### config.mk
export PLATFORM = sky130hd
export DESIGN_NAME = mac_share_arbiter_flat
export DESIGN_NICKNAME = d
export VERILOG_FILES = /design/src/rtl/mac_share_pkg.sv /design/src/rtl/mac_share_arbiter_if.sv /design/src/rtl/mac_share_arbiter_mac_pipe.sv /design/src/rtl/mac_share_arbiter.sv /design/src/flat_wrapper.sv
export SDC_FILE = /design/constraint.sdc
export NUM_CORES = 1
export LEC_CHECK = 0
export CAP_MARGIN = 25
export CORE_ASPECT_RATIO = 1.1
export CORE_MARGIN = 10
export CORE_UTILIZATION = 50
export CTS_CLUSTER_DIAMETER = 80
export DETAILED_ROUTE_END_ITERATION = 8
export MAX_ROUTING_LAYER = met4
export PLACE_DENSITY = 0.91
export SLEW_MARGIN = 20
export SYNTH_ARGS = -nofsm -noshare
export SYNTH_HDL_FRONTEND = slang
export SYNTH_SLANG_ARGS = --single-unit
export TNS_END_PERCENT = 30
### constraint.sdc
create_clock -name clk -period 9.05 [get_ports clk]
set_input_delay 1.3575 -clock clk [delete_from_list [all_inputs] [get_ports clk]]
set_output_delay 1.3575 -clock clk [all_outputs]
set_load 0.03 [all_outputs]
### src/rtl/mac_share_pkg.sv
// Shared widths, control-state encoding and id-width helper for the MAC share arbiter.
package mac_share_pkg;

  localparam int DEF_N_REQ = 4;
  localparam int DEF_A_W   = 16;
  localparam int DEF_B_W   = 16;
  localparam int DEF_C_W   = 32;
  localparam int DEF_P_W   = 32;

  typedef enum logic [1:0] {
    RUN       = 2'd0,
    DRAIN     = 2'd1,
    IDLE_HELD = 2'd2
  } ctrl_state_e;

  function automatic int idWidth(input int n);
    return (n < 2) ? 1 : $clog2(n);
  endfunction

endpackage

### src/rtl/mac_share_arbiter_if.sv
// Requester handshake and shared response bus of the MAC share arbiter.
interface mac_share_arbiter_if
  import mac_share_pkg::*;
#(
  parameter int N_REQ = DEF_N_REQ,
  parameter int A_W   = DEF_A_W,
  parameter int B_W   = DEF_B_W,
  parameter int C_W   = DEF_C_W,
  parameter int P_W   = DEF_P_W
) ();

  localparam int ID_W = idWidth(N_REQ);

  logic [N_REQ-1:0]     req_valid;
  logic [N_REQ-1:0]     req_ready;
  logic [N_REQ*A_W-1:0] req_a;
  logic [N_REQ*B_W-1:0] req_b;
  logic [N_REQ*C_W-1:0] req_c;
  logic                 rsp_valid;
  logic [ID_W-1:0]      rsp_id;
  logic [P_W-1:0]       rsp_p;

  modport master (
    output req_valid, req_a, req_b, req_c,
    input  req_ready, rsp_valid, rsp_id, rsp_p
  );

  modport slave (
    input  req_valid, req_a, req_b, req_c,
    output req_ready, rsp_valid, rsp_id, rsp_p
  );

endinterface

### src/rtl/mac_share_arbiter_mac_pipe.sv
// Two-stage signed p = a*b + c pipeline carrying a valid/id sideband.
module signed_mac_pipe #(
  parameter int A_W  = 16,
  parameter int B_W  = 16,
  parameter int C_W  = 32,
  parameter int P_W  = 32,
  parameter int ID_W = 2
) (
  input  logic                   clk,
  input  logic                   rst_n,
  input  logic                   in_valid_i,
  input  logic [ID_W-1:0]        in_id_i,
  input  logic signed [A_W-1:0]  in_a_i,
  input  logic signed [B_W-1:0]  in_b_i,
  input  logic signed [C_W-1:0]  in_c_i,
  output logic                   out_valid_o,
  output logic [ID_W-1:0]        out_id_o,
  output logic [P_W-1:0]         out_p_o,
  output logic                   busy_o
);

  // Only the low P_W result bits are kept, so working at P_W after sign extension is exact.
  logic signed [P_W-1:0] aExt, bExt, cExt, sum;
  assign aExt = P_W'(in_a_i);
  assign bExt = P_W'(in_b_i);
  assign cExt = P_W'(in_c_i);
  assign sum  = aExt * bExt + cExt;

  logic            s0Valid_q, s1Valid_q;
  logic [ID_W-1:0] s0Id_q, s1Id_q;
  logic [P_W-1:0]  s0P_q, s1P_q;

  always_ff @(posedge clk or negedge rst_n) begin
    if (!rst_n) begin
      s0Valid_q <= 1'b0;
      s1Valid_q <= 1'b0;
      s0Id_q    <= '0;
      s1Id_q    <= '0;
      s0P_q     <= '0;
      s1P_q     <= '0;
    end else begin
      s0Valid_q <= in_valid_i;
      s1Valid_q <= s0Valid_q;
      if (in_valid_i) begin
        s0Id_q <= in_id_i;
        s0P_q  <= sum;
      end
      // Stage-1 data only moves with a valid op so the response bus holds its last result.
      if (s0Valid_q) begin
        s1Id_q <= s0Id_q;
        s1P_q  <= s0P_q;
      end
    end
  end

  assign out_valid_o = s1Valid_q;
  assign out_id_o    = s1Id_q;
  assign out_p_o     = s1P_q;
  assign busy_o      = s0Valid_q | s1Valid_q;

endmodule

### src/rtl/mac_share_arbiter.sv
// Round-robin arbiter sharing one signed MAC pipeline among N_REQ requesters.
// Optional per-requester grant counters are enabled by defining MAC_SHARE_PERF_CNT_EN.
module mac_share_arbiter
  import mac_share_pkg::*;
#(
  parameter int N_REQ = DEF_N_REQ,
  parameter int A_W   = DEF_A_W,
  parameter int B_W   = DEF_B_W,
  parameter int C_W   = DEF_C_W,
  parameter int P_W   = DEF_P_W
) (
  input  logic                 clk,
  input  logic                 rst_n,
  mac_share_arbiter_if.slave   bus,
  input  logic                 hold,
  output logic                 busy
`ifdef MAC_SHARE_PERF_CNT_EN
  ,
  input  logic                 cnt_clr,
  output logic [N_REQ*16-1:0]  grant_cnt
`endif
);

  localparam int ID_W = idWidth(N_REQ);
  localparam logic [1:0] ST_RUN       = 2'(RUN);
  localparam logic [1:0] ST_DRAIN     = 2'(DRAIN);
  localparam logic [1:0] ST_IDLE_HELD = 2'(IDLE_HELD);

  logic [ID_W-1:0]  rrLast_q, rrLast_d;
  logic [1:0]       state_q, state_d;
  logic [N_REQ-1:0] grant;
  logic [ID_W-1:0]  grantIdx;
  logic             handshake;

  // Scan from the lowest priority down so the final hit is the first valid after rrLast_q.
  always_comb begin
    grant    = '0;
    grantIdx = '0;
    if (!hold) begin
      for (int k = N_REQ; k >= 1; k--) begin
        if (bus.req_valid[(int'(rrLast_q) + k) % N_REQ]) begin
          grant = '0;
          grant[(int'(rrLast_q) + k) % N_REQ] = 1'b1;
          grantIdx = ID_W'((int'(rrLast_q) + k) % N_REQ);
        end
      end
    end
  end

  assign handshake     = |(bus.req_valid & grant);
  assign bus.req_ready = grant;
  assign rrLast_d      = handshake ? grantIdx : rrLast_q;

  always_comb begin
    state_d = ST_RUN;
    if (hold) begin
      case (state_q)
        ST_IDLE_HELD: state_d = ST_IDLE_HELD;
        default:      state_d = busy ? ST_DRAIN : ST_IDLE_HELD;
      endcase
    end
  end

  always_ff @(posedge clk or negedge rst_n) begin
    if (!rst_n) begin
      rrLast_q <= ID_W'(N_REQ - 1);
      state_q  <= ST_RUN;
    end else begin
      rrLast_q <= rrLast_d;
      state_q  <= state_d;
    end
  end

  logic signed [A_W-1:0] selA;
  logic signed [B_W-1:0] selB;
  logic signed [C_W-1:0] selC;
  assign selA = bus.req_a[int'(grantIdx)*A_W +: A_W];
  assign selB = bus.req_b[int'(grantIdx)*B_W +: B_W];
  assign selC = bus.req_c[int'(grantIdx)*C_W +: C_W];

  logic            pipeValid;
  logic [ID_W-1:0] pipeId;
  logic [P_W-1:0]  pipeP;

  signed_mac_pipe #(
    .A_W (A_W),
    .B_W (B_W),
    .C_W (C_W),
    .P_W (P_W),
    .ID_W(ID_W)
  ) u_pipe (
    .clk        (clk),
    .rst_n      (rst_n),
    .in_valid_i (handshake),
    .in_id_i    (grantIdx),
    .in_a_i     (selA),
    .in_b_i     (selB),
    .in_c_i     (selC),
    .out_valid_o(pipeValid),
    .out_id_o   (pipeId),
    .out_p_o    (pipeP),
    .busy_o     (busy)
  );

  assign bus.rsp_valid = pipeValid;
  assign bus.rsp_id    = pipeId;
  assign bus.rsp_p     = pipeP;

`ifdef MAC_SHARE_PERF_CNT_EN
  logic [N_REQ-1:0][15:0] cnt_q, cnt_d;

  // Clear takes precedence over a coincident handshake.
  always_comb begin
    cnt_d = cnt_q;
    for (int i = 0; i < N_REQ; i++) begin
      if (cnt_clr)
        cnt_d[i] = '0;
      else if (grant[i] && bus.req_valid[i])
        cnt_d[i] = cnt_q[i] + 16'd1;
    end
  end

  always_ff @(posedge clk or negedge rst_n) begin
    if (!rst_n) cnt_q <= '0;
    else        cnt_q <= cnt_d;
  end

  assign grant_cnt = cnt_q;
`endif

endmodule

### src/flat_wrapper.sv
// flat-port wrapper written by rule: the top's interface ports become plain ports
module mac_share_arbiter_flat import mac_share_pkg::*;
#(
  parameter int N_REQ = DEF_N_REQ,
  parameter int A_W   = DEF_A_W,
  parameter int B_W   = DEF_B_W,
  parameter int C_W   = DEF_C_W,
  parameter int P_W   = DEF_P_W
)
  (clk, rst_n, hold, busy, bus_req_valid, bus_req_a, bus_req_b, bus_req_c, bus_req_ready, bus_rsp_valid, bus_rsp_id, bus_rsp_p);
  mac_share_arbiter_if #(.N_REQ(N_REQ), .A_W(A_W), .B_W(B_W), .C_W(C_W), .P_W(P_W)) bus_i ();
  input  logic clk;
  input  logic rst_n;
  input  logic hold;
  output logic busy;
  input wire logic [$bits(bus_i.req_valid)-1:0] bus_req_valid;
  input wire logic [$bits(bus_i.req_a)-1:0] bus_req_a;
  input wire logic [$bits(bus_i.req_b)-1:0] bus_req_b;
  input wire logic [$bits(bus_i.req_c)-1:0] bus_req_c;
  output wire logic [$bits(bus_i.req_ready)-1:0] bus_req_ready;
  output wire logic [$bits(bus_i.rsp_valid)-1:0] bus_rsp_valid;
  output wire logic [$bits(bus_i.rsp_id)-1:0] bus_rsp_id;
  output wire logic [$bits(bus_i.rsp_p)-1:0] bus_rsp_p;
  assign bus_i.req_valid = bus_req_valid;
  assign bus_i.req_a = bus_req_a;
  assign bus_i.req_b = bus_req_b;
  assign bus_i.req_c = bus_req_c;
  assign bus_req_ready = bus_i.req_ready;
  assign bus_rsp_valid = bus_i.rsp_valid;
  assign bus_rsp_id = bus_i.rsp_id;
  assign bus_rsp_p = bus_i.rsp_p;
  mac_share_arbiter #(.N_REQ(N_REQ), .A_W(A_W), .B_W(B_W), .C_W(C_W), .P_W(P_W)) u_core (.clk(clk), .rst_n(rst_n), .bus(bus_i), .hold(hold), .busy(busy));
endmodule
==> flow_summary.ini <==
[worst_setup_path]
crit_top_cell = fa_1
crit_buf_inv = 8
cp.arrival_ns = 9.16
end_kind = flip-flop
crit_path_max_incr_delay_ns = 0.57
critPathMaxFanout = 8
cp.required_ns = 9.32
crit_type = in -> reg
cp_slowest_cell = mux4_2
cp-start-kind = input pin
cp_top_family = adder cells

[timing]
fmax_ghz = 0.112
report.final.hold_viol_count = 0
max_slew_margin = 0.328
period_minus_slack_ns = 8.89
post-route-period-util = 0.982
slew_violations = 0
worst_pin_slew_ns = 1.00
setup_viol = 0
skew_ns = 0.0126
timing.hold.ws_ns = 0.474

[die]
core_region_area_mm2 = 0.0314
row_count = 68
initial_core_util = 0.508
die_w_um = 190
boundaryPins = 303
die_h_um = 207
dieArea_mm2 = 0.0394

[logic_synthesis]
post-synth-top-area-fraction = 0.367
synth_area_leaders = fa_1, dfrtp_1, nand2_1
synth_area_per_cell_um2 = 8.64
yosysMostFrequentCell = nand2_1
ys_warn_count = 0
syn_area_mm2 = 0.0159
synth_common_cells = nand2_1, inv_1, fa_1, nor2_1, ha_1
ys_ff_latch = 72
syn_nets = 2506
synth-edff-count = 0
synth_cell_type_count = 58
netlist_instances = 1845
synth-seq-area-share = 0.113
synthFlopType = dfrtp_1
synth_top_cell_by_area = fa_1
async_reset_ff_frac = 1.00

[finish]
area.growth.synth_to_final_pct = 38.4
final_nets = 2992
drive_above_1_share = 0.169

[place]
dp_hpwl_mm = 51.3
port_buffers = 302
gp_congestion = 1.03

[global_routing]
antenna_found_initial = 3
grt_pass1_vias = 16100
globalRouteOverflowTotal = 0
grt_pass1_wl_mm = 90.4
grt_max_degree = 73
track_usage = 0.303

[clock_network]
cts_root_buffer = clkbuf_16
cts_buffer_depth = 2
insertion_delay_ns = 0.35
cts_tree = built
h-tree-depth = 3
path_clk_slew_ns = 0.06
clock-sinks = 72
cts_made_buffers = 9

[drt]
drcViolationCount = 0
postRouteAntennaNets = 0
drtPass1Iterations = 5
drt-initial-drc-count = 1191
via_per_inst = 5.39
drt-wirelength-per-cell_um = 21.7
via_count = 14900
wirelength_mm = 59.7

[worst_hold_path]
hold_path.class = reg -> reg

[flow_run]
drv_cap = 0

[outcome]
status = finished, final reports clean
## worst paths after layout
kind / depth (start not counted) / from / slack, ns / endpoint
max in group asynchronous: 1 / rst_n / 7.33 / u_core.u_pipe.out_p_o[23]$_DFFE_PN0P_
min in group asynchronous: 1 / rst_n / 1.13 / u_core.u_pipe.s0P_q[2]$_DFFE_PN0P_
worst max register to register: 33 / u_core.rrLast_q[0]$_DFFE_PN1P_ / 0.35 / u_core.u_pipe.s0P_q[31]$_DFFE_PN0P_
worst min-delay path: 2 / u_core.u_pipe.s0P_q[18]$_DFFE_PN0P_ / 0.47 / u_core.u_pipe.s0P_q[18]$_DFFE_PN0P_
worst max-delay path: 32 / bus_req_valid[0] / 0.16 / u_core.u_pipe.s0P_q[31]$_DFFE_PN0P_
worst min register to register: 2 / u_core.u_pipe.s0P_q[18]$_DFFE_PN0P_ / 0.47 / u_core.u_pipe.s0P_q[18]$_DFFE_PN0P_
## metal layers
metal / part of all wire / wire length, µm / global-route usage
met4: 0.043 / 2580 / 0.109
met1: 0.39 / 23500 / 0.367
met2: 0.49 / 29100 / 0.503
met5: 0 / 0 / -
met3: 0.075 / 4500 / 0.0474
## cells by family (layout without fill, tap and decap cells)
logic type | Yosys count | count (layout) | share of synthesized area
simple gates | 641 | 641 | 0.172
buf+inv | 417 | 908 | 0.103
fa+ha+maj | 398 | 398 | 0.450
compound gates | 181 | 181 | 0.0746
mux | 99 | 99 | 0.0680
flops | 72 | 72 | 0.113
xor+xnor | 37 | 37 | 0.0203
other cells | 0 | 2 | 0
## registers in the layout, summed over array words and instances, names as in the netlist
register	count
u_core.u_pipe.out_p_o	32
u_core.u_pipe.s0P_q	32
u_core.rrLast_q	2
u_core.u_pipe.out_id_o	2
u_core.u_pipe.s0Id_q	2
u_core.u_pipe.out_valid_o	1
u_core.u_pipe.s0Valid_q	1
## worst register-to-register path: cells and delay by family, from the launching register on
family                     cells  cell delay [ns]
AOI/OAI and AO/OA              6             1.09
muxes                          2             0.54
DFF                            1             0.60
buffers and inverters          8             0.94
and+or+nand+nor                9             1.64
adders and majority gates      8             3.80
## repair_timing
item / CTS / global route
gates cloned: 0 / 5
resized for setup: 11 / 66
setup buffers: 0 / 17
endpoints found under the hold margin: 0 / 0
hold buffers: 0 / 0
pin swaps: 0 / 12
endpoints found under the setup margin: 7 / 13
## layout by cell type, fill, tap and decap left out, types with 6 or more instances in the layout
cell type | Yosys | layout
a21o_1 | 18 | 17
a21oi_1 | 24 | 22
a31oi_1 | 38 | 34
a31oi_2 | 5 | 8
and2_1 | 37 | 30
and2_2 | 0 | 8
and3_1 | 39 | 39
buf_12 | 0 | 22
buf_4 | 3 | 232
clkbuf_16 | 0 | 14
clkdlybuf4s50_1 | 0 | 297
dfrtp_1 | 70 | 70
fa_1 | 292 | 290
ha_1 | 106 | 104
inv_1 | 327 | 327
mux2_2 | 41 | 41
mux2i_1 | 54 | 42
mux2i_2 | 1 | 6
mux2i_4 | 0 | 7
nand2_1 | 400 | 387
nand2_2 | 0 | 9
nand3_1 | 9 | 9
nor2_1 | 114 | 114
nor2b_1 | 10 | 10
nor3_1 | 6 | 6
o21ai_0 | 51 | 50
xnor2_1 | 23 | 23
xor2_1 | 14 | 14
## per-stage QoR
step / util / cells / instance area [µm²] / setup TNS, ns / worst slack, ns
6_report: 0.703 / 2758 / 22100 / 0 / 0.160
3_3_place_gp: 0.675 / 2718 / 21200 / -2.78 / -0.410
4_1_cts: 0.686 / 2734 / 21500 / 0 / 0.0230
3_5_place_dp: 0.675 / 2718 / 21200 / -4.58 / -0.520
5_1_grt: 0.703 / 2758 / 22100 / -0.0742 / -0.0742
2_1_floorplan: - / 1845 / 15900 / 0 / 0.0917
## cell type report
class	instances	area (µm²)
Multi-Input combinational cell	1356	12800
Fill cell	2299	9320
Timing Repair Buffer	565	5410
Sequential cell	72	1800
Inverter	327	1230
Tap cell	420	526
Clock buffer	10	239
Clock inverter	6	42.5
Antenna cell	2	5.00
Power is left out: the tool's default activity adds up to more than one toggle a clock period on the data nets, which glitch-free logic cannot reach.
